**src/rtl/apb_pkg.sv**
```systemverilog
// Shared definitions for the APB command master: FSM state encoding and
// default bus geometry / PREADY timeout.
package apb_pkg;

    localparam int ADDR_W_DEF  = 8;
    localparam int DATA_W_DEF  = 8;
    localparam int TIMEOUT_DEF = 16;

    // Wait counter is sized for the largest legal TIMEOUT (255).
    localparam int WAIT_W = 8;

    typedef enum logic [1:0] {
        ST_IDLE   = 2'd0,
        ST_SETUP  = 2'd1,
        ST_ACCESS = 2'd2,
        ST_RESP   = 2'd3
    } apb_state_e;

endpackage

```
**src/rtl/apb_int_sync.sv**
```systemverilog
// Two-flop synchronizer for the active-low slave interrupt plus the sticky
// irq_pending flag; a synchronized low level outranks a simultaneous clear.
module apb_int_sync (
    input  logic SYSCLK,
    input  logic PRESETN,
    input  logic INT_B,
    input  logic irq_clr,
    output logic irq_pending
);

    logic sync1_q;
    logic sync1_d;
    logic sync2_q;
    logic sync2_d;
    logic pend_q;
    logic pend_d;

    always_ff @(posedge SYSCLK or negedge PRESETN) begin
        if (!PRESETN) begin
            sync1_q <= 1'b1;
            sync2_q <= 1'b1;
            pend_q  <= 1'b0;
        end else begin
            sync1_q <= sync1_d;
            sync2_q <= sync2_d;
            pend_q  <= pend_d;
        end
    end

    always_comb begin
        sync1_d = INT_B;
        sync2_d = sync1_q;
        pend_d  = pend_q;
        if (irq_clr) begin
            pend_d = 1'b0;
        end
        if (!sync2_q) begin
            pend_d = 1'b1;
        end
    end

    assign irq_pending = pend_q;

endmodule

```
**src/rtl/apb_cmd_master.sv**
```systemverilog
// Single-outstanding APB master driven by a valid/ready command port, with a
// PREADY timeout, response port, transaction counter and interrupt flag.
//
//   state     | meaning
//   ----------+------------------------------------------------------
//   ST_IDLE   | cmd_ready high, waiting for a command
//   ST_SETUP  | APB setup phase (PSEL=1, PENABLE=0), one cycle
//   ST_ACCESS | APB access phase, waiting on PREADY or timeout
//   ST_RESP   | rsp_valid high, waiting for rsp_ready
module apb_cmd_master
    import apb_pkg::*;
#(
    parameter int ADDR_W  = ADDR_W_DEF,
    parameter int DATA_W  = DATA_W_DEF,
    parameter int TIMEOUT = TIMEOUT_DEF
) (
    input  logic              SYSCLK,
    input  logic              PRESETN,

    input  logic              cmd_valid,
    output logic              cmd_ready,
    input  logic              cmd_write,
    input  logic [ADDR_W-1:0] cmd_addr,
    input  logic [DATA_W-1:0] cmd_wdata,

    output logic              rsp_valid,
    input  logic              rsp_ready,
    output logic [DATA_W-1:0] rsp_rdata,
    output logic              rsp_err,
    output logic              rsp_timeout,

    output logic              PSEL,
    output logic              PENABLE,
    output logic              PWRITE,
    output logic [ADDR_W-1:0] PADDR,
    output logic [DATA_W-1:0] PWDATA,
    input  logic [DATA_W-1:0] PRDATA,
    input  logic              PREADY,
    input  logic              PSLVERR,

    input  logic              INT_B,
    output logic              irq_pending,
    input  logic              irq_clr,

    output logic [7:0]        txn_count
);

    apb_state_e        state_q;
    apb_state_e        state_d;
    logic [ADDR_W-1:0] paddr_q;
    logic [ADDR_W-1:0] paddr_d;
    logic [DATA_W-1:0] pwdata_q;
    logic [DATA_W-1:0] pwdata_d;
    logic              pwrite_q;
    logic              pwrite_d;
    logic [WAIT_W-1:0] wait_q;
    logic [WAIT_W-1:0] wait_d;
    logic [DATA_W-1:0] rdata_q;
    logic [DATA_W-1:0] rdata_d;
    logic              err_q;
    logic              err_d;
    logic              tmo_q;
    logic              tmo_d;
    logic [7:0]        cnt_q;
    logic [7:0]        cnt_d;

    // The last PREADY-low cycle that still counts as waiting.
    localparam logic [WAIT_W-1:0] WAIT_LAST = WAIT_W'(TIMEOUT - 1);

    always_ff @(posedge SYSCLK or negedge PRESETN) begin
        if (!PRESETN) begin
            state_q  <= ST_IDLE;
            paddr_q  <= '0;
            pwdata_q <= '0;
            pwrite_q <= 1'b0;
            wait_q   <= '0;
            rdata_q  <= '0;
            err_q    <= 1'b0;
            tmo_q    <= 1'b0;
            cnt_q    <= '0;
        end else begin
            state_q  <= state_d;
            paddr_q  <= paddr_d;
            pwdata_q <= pwdata_d;
            pwrite_q <= pwrite_d;
            wait_q   <= wait_d;
            rdata_q  <= rdata_d;
            err_q    <= err_d;
            tmo_q    <= tmo_d;
            cnt_q    <= cnt_d;
        end
    end

    always_comb begin
        state_d  = state_q;
        paddr_d  = paddr_q;
        pwdata_d = pwdata_q;
        pwrite_d = pwrite_q;
        wait_d   = wait_q;
        rdata_d  = rdata_q;
        err_d    = err_q;
        tmo_d    = tmo_q;
        cnt_d    = cnt_q;

        unique case (state_q)
            ST_IDLE: begin
                if (cmd_valid) begin
                    paddr_d  = cmd_addr;
                    pwdata_d = cmd_wdata;
                    pwrite_d = cmd_write;
                    wait_d   = '0;
                    state_d  = ST_SETUP;
                end
            end
            ST_SETUP: begin
                state_d = ST_ACCESS;
            end
            ST_ACCESS: begin
                // PREADY on the final allowed cycle still completes normally.
                if (PREADY) begin
                    rdata_d = pwrite_q ? '0 : PRDATA;
                    err_d   = PSLVERR;
                    tmo_d   = 1'b0;
                    state_d = ST_RESP;
                end else begin
                    wait_d = wait_q + WAIT_W'(1);
                    if (wait_q == WAIT_LAST) begin
                        rdata_d = '0;
                        err_d   = 1'b0;
                        tmo_d   = 1'b1;
                        state_d = ST_RESP;
                    end
                end
            end
            ST_RESP: begin
                if (rsp_ready) begin
                    cnt_d   = cnt_q + 8'd1;
                    state_d = ST_IDLE;
                end
            end
            default: begin
                state_d = ST_IDLE;
            end
        endcase
    end

    assign cmd_ready   = (state_q == ST_IDLE);
    assign PSEL        = (state_q == ST_SETUP) || (state_q == ST_ACCESS);
    assign PENABLE     = (state_q == ST_ACCESS);
    assign PWRITE      = pwrite_q;
    assign PADDR       = paddr_q;
    assign PWDATA      = pwdata_q;
    assign rsp_valid   = (state_q == ST_RESP);
    assign rsp_rdata   = rdata_q;
    assign rsp_err     = err_q;
    assign rsp_timeout = tmo_q;
    assign txn_count   = cnt_q;

    apb_int_sync u_int_sync (
        .SYSCLK      (SYSCLK),
        .PRESETN     (PRESETN),
        .INT_B       (INT_B),
        .irq_clr     (irq_clr),
        .irq_pending (irq_pending)
    );

endmodule
```
**config.mk**
```make
export PLATFORM = sky130hd
export DESIGN_NAME = apb_cmd_master
export DESIGN_NICKNAME = d
export VERILOG_FILES = /design/src/rtl/apb_pkg.sv /design/src/rtl/apb_int_sync.sv /design/src/rtl/apb_cmd_master.sv
export SDC_FILE = /design/constraint.sdc
export NUM_CORES = 1
export LEC_CHECK = 0
export BUFFER_PORTS_ARGS = -buffer_cell sky130_fd_sc_hd__buf_2
export CORE_MARGIN = 10
export CORE_UTILIZATION = 40
export CTS_CLUSTER_SIZE = 14
export DETAILED_ROUTE_END_ITERATION = 8
export PLACE_DENSITY = 0.67
export SETUP_SLACK_MARGIN = 0.4
export SYNTH_ARGS = -nofsm -noshare
export SYNTH_HDL_FRONTEND = slang
export SYNTH_SLANG_ARGS = --single-unit
```
**constraint.sdc**
```tcl
create_clock -name SYSCLK -period 2.99 [get_ports SYSCLK]
set_input_delay 0.299 -clock SYSCLK [delete_from_list [all_inputs] [get_ports SYSCLK]]
set_output_delay 0.299 -clock SYSCLK [all_outputs]
set_load 0.01 [all_outputs]
```
==> flow_summary_export.csv <==
group,metric,value,unit
run_status,status,"finished, final reports clean",
sta,setup_violations,0,
critical_path,reg2reg_to,"rsp_rdata[3]",
yosys,ys_warn_count,0,
critical_path,start_kind,"flip-flop",
yosys,syn_inst,151,
min_path,min_to,"u_int_sync.sync1_q",
yosys,synth_mux_area_share,11.7,%
floorplanning,die_x,91.5,um
clocking,ctsRootBufferMaster,"clkbuf_8",
sta,rsz0062_at_grt,"false",
critical_path,worst-path-buf-inv,1,
critical_path,r2r_start,"state_q[0]",
critical_path,endpoint_kind,"flip-flop",
drt,wl_met3,318,um
critical_path,crit_fanout,11,
drt,detailroute.via_count,1410,
clocking,cts_max_level,2,
floorplanning,ios,73,
clocking,cts_setup_buffers,0,
job,maxCapViolCount,0,
sta,max_slew_margin,30.5,%
drt,met1_length,2010,um
critical_path,crit_cells,5,
critical_path,worst-setup-path-type,"reg -> reg",
yosys,synth_area,0.00204,sq mm
finish,layout-drive-gt1-share,48.9,%
critical_path,crit_family,"simple AND/OR/NAND/NOR gates",
yosys,synth_xor_area_share,5.14,%
pwr,vdd_drop_max,451,uV
sta,drv_slew,0,
clocking,clkSlewWorstSetupHoldPaths,90,ps
clocking,numCtsBuffers,5,
sta,tns,0,ps
global_route,antenna_found_initial,0,
drt,drt_iter0_drc,46,
min_path,whs_path_depth,1,
clocking,worstSkewPairLatency,300,ps
yosys,avgSynthCellArea,13.5,sq um
min_path,hp-start,"INT_B",
global_route,grt_pass1_vias,1420,
yosys,synth-compound-area-share,8.94,%
finish,area_delta_synth_final,25.5,%
drt,route.met2.wl,2230,um
clocking,clkSinkCount,48,
floorplanning,initial_core_util,42.1,%
sta,fin_crit,2180,ps
critical_path,rrSetupSlack,810,ps
floorplanning,die_area,0.00837,sq mm
yosys,synth_top_family_by_area,"multiplexers",
yosys,synth.distinct_cells,38,
yosys,synthSimpleGateAreaFrac,9.74,%
sta,tightest_slew,1040,ps
min_path,min-delay-path-class,"in -> reg",
critical_path,critPathMaxStageDelay,540,ps
drt,vias_per_cell,4.80,
critical_path,crit_chain,"inv_1 > ha_1 > and2_0 > nor2b_1 > a22o_1",
pwr,power_density,925,mW/mm^2
drt,highest_layer,"met4",
sta,clock_skew,9.80,ps
floorplanning,std_cell_rows,25,
critical_path,critical_path_arrival,2420,ps
clocking,tritoncts,"built",
critical_path,worstRegToRegCells,5,
drt,drc_errors,0,
finish,antenna_cells,0,
clocking,cts_buffer_depth,2,
clocking,post_cts_resized,0,
floorplanning,core,0.00485,sq mm
placement,hpwl,3440,um
placement,io_buffers,72,
finish,nets,265,
drt,wl,4600,um
sta,max_freq,458,MHz
drt,dr.pass1.iters,4,
sta,fin_crit_sh,73.0,%
global_route,grt_overflow,0,
yosys,ys_seq_area_share,58.9,%
yosys,synth-seq-cells,48,
yosys,synth-adder-area-share,3.67,%
global_route,grt_max_degree,49,
pwr,leakagePower,1.29,nW
critical_path,required,3230,ps
clocking,cts_hold_buf,0,
floorplanning,die_y,91.5,um
critical_path,cp_slowest_cell,"nor2b_1",
sta,finalHoldViolations,0,
global_route,grt_pass1_wl,7600,um
placement,gp_congestion,0.794,
drt,routedWlPerCell,15.6,um
yosys,syn_nets,190,
pwr,p_total,2.37,mW
drt,drtAntennaViolNets,0,
global_route,grtUsageTotal,11.1,%
synthesized netlist by cell type:
cell | number | area [sq um]
a21o_2 | 1 | 8.76
a21oi_1 | 1 | 5.00
a22o_1 | 12 | 105
a31oi_1 | 1 | 6.26
a41o_2 | 1 | 11.3
and2_0 | 1 | 6.26
and2_1 | 1 | 6.26
and3_1 | 1 | 6.26
and4_1 | 1 | 8.76
buf_2 | 3 | 15.0
clkbuf_1 | 1 | 3.75
clkbuf_2 | 1 | 5.00
dfrtp_1 | 46 | 1150
dfstp_2 | 2 | 52.6
ha_1 | 6 | 75.1
inv_1 | 4 | 15.0
mux2_2 | 19 | 214
mux2_4 | 1 | 15.0
mux2i_1 | 1 | 10.0
nand2_1 | 3 | 11.3
nand2b_1 | 1 | 6.26
nand3_1 | 5 | 25.0
nand4_1 | 3 | 18.8
nor2_1 | 9 | 33.8
nor2_4 | 1 | 11.3
nor2b_1 | 2 | 12.5
nor3_1 | 1 | 5.00
nor3_2 | 1 | 10.0
nor3b_1 | 1 | 7.51
nor4_1 | 1 | 6.26
nor4_2 | 1 | 12.5
o21ai_0 | 2 | 10.0
o21ai_2 | 1 | 8.76
o21ba_4 | 1 | 16.3
o32a_2 | 1 | 11.3
or4_4 | 1 | 11.3
xnor2_1 | 11 | 96.3
xor2_1 | 1 | 8.76
layer usage:
metal	vias up	global-route usage [%]
li1	687	-
met1	677	13.2
met2	41	18.1
met3	5	4.77
met4	0	2.74
met5	-	0
flip-flops by register name, indices dropped and copies added (netlist names):
name / count
PWDATA: 8
wait_q: 8
u_int_sync.sync2_q: 1
rsp_rdata: 8
u_int_sync.irq_pending: 1
PADDR: 8
rsp_err: 1
rsp_timeout: 1
u_int_sync.sync1_q: 1
state_q: 2
PWRITE: 1
txn_count: 8
worst max-delay path by stage:
stage                     slack, ps            to       start
after CTS                       800  rsp_rdata[1]  state_q[0]
final                           810  rsp_rdata[3]  state_q[0]
after global routing            600  rsp_rdata[1]  state_q[0]
after detailed placement        830  rsp_rdata[1]  state_q[0]
after global placement          920  rsp_rdata[4]  state_q[0]
after floorplan                1210     wait_q[5]  state_q[0]
final cells by class:
cell class | count | area, sq um
Sequential cell | 48 | 1200
Tap cell | 67 | 83.8
Fill cell | 437 | 2280
Inverter | 4 | 15.0
Multi-Input combinational cell | 94 | 801
Clock buffer | 7 | 86.3
Timing Repair Buffer | 73 | 368
Clock inverter | 1 | 7.51
cells by family (layout without fill, tap and decap cells):
| group | Yosys count | after routing |
|---|---|---|
| XOR/XNOR | 12 | 12 |
| multiplexers | 21 | 21 |
| adder cells (fa/ha/maj) | 6 | 6 |
| buffers and inverters | 9 | 85 |
| AND/OR/NAND/NOR | 34 | 34 |
| AO/OA/AOI/OAI | 21 | 21 |
| flip-flops | 48 | 48 |
through the flow:
stage / cells / setup WS [ps] / instance area, sq um / utilization, % / hold WS [ps]
6_report: 294 / 808 / 2560 / 52.9 / 90.1
5_1_grt: 294 / 599 / 2560 / 52.9 / 67.2
4_1_cts: 294 / 803 / 2560 / 52.9 / 83.9
3_5_place_dp: 286 / 830 / 2470 / 51.0 / 352
3_3_place_gp: 286 / 918 / 2470 / 51.0 / 346
2_1_floorplan: 151 / 1210 / 2040 / - / 3.41
cell usage in the layout, fill, tap and decap left out, types with 2 or more instances in the layout:
cell type / count
inv_1: 4
xnor2_1: 11
dfstp_2: 2
clkbuf_8: 6
ha_1: 6
nand4_1: 3
nor2_1: 9
nor2b_1: 2
nand3_1: 5
a22o_1: 12
buf_2: 72
mux2_2: 19
nand2_1: 3
dfrtp_1: 46
o21ai_0: 2
power by group:
part / total [mW] / internal (mW) / leakage [nW] / switching [mW]
Combinational: 0.954 / 0.482 / 0.641 / 0.472
Sequential: 1.02 / 0.876 / 0.601 / 0.145
Clock: 0.399 / 0.188 / 0.0445 / 0.211
Total: 2.37 / 1.55 / 1.29 / 0.828
Power figures use the tool's default switching activity.
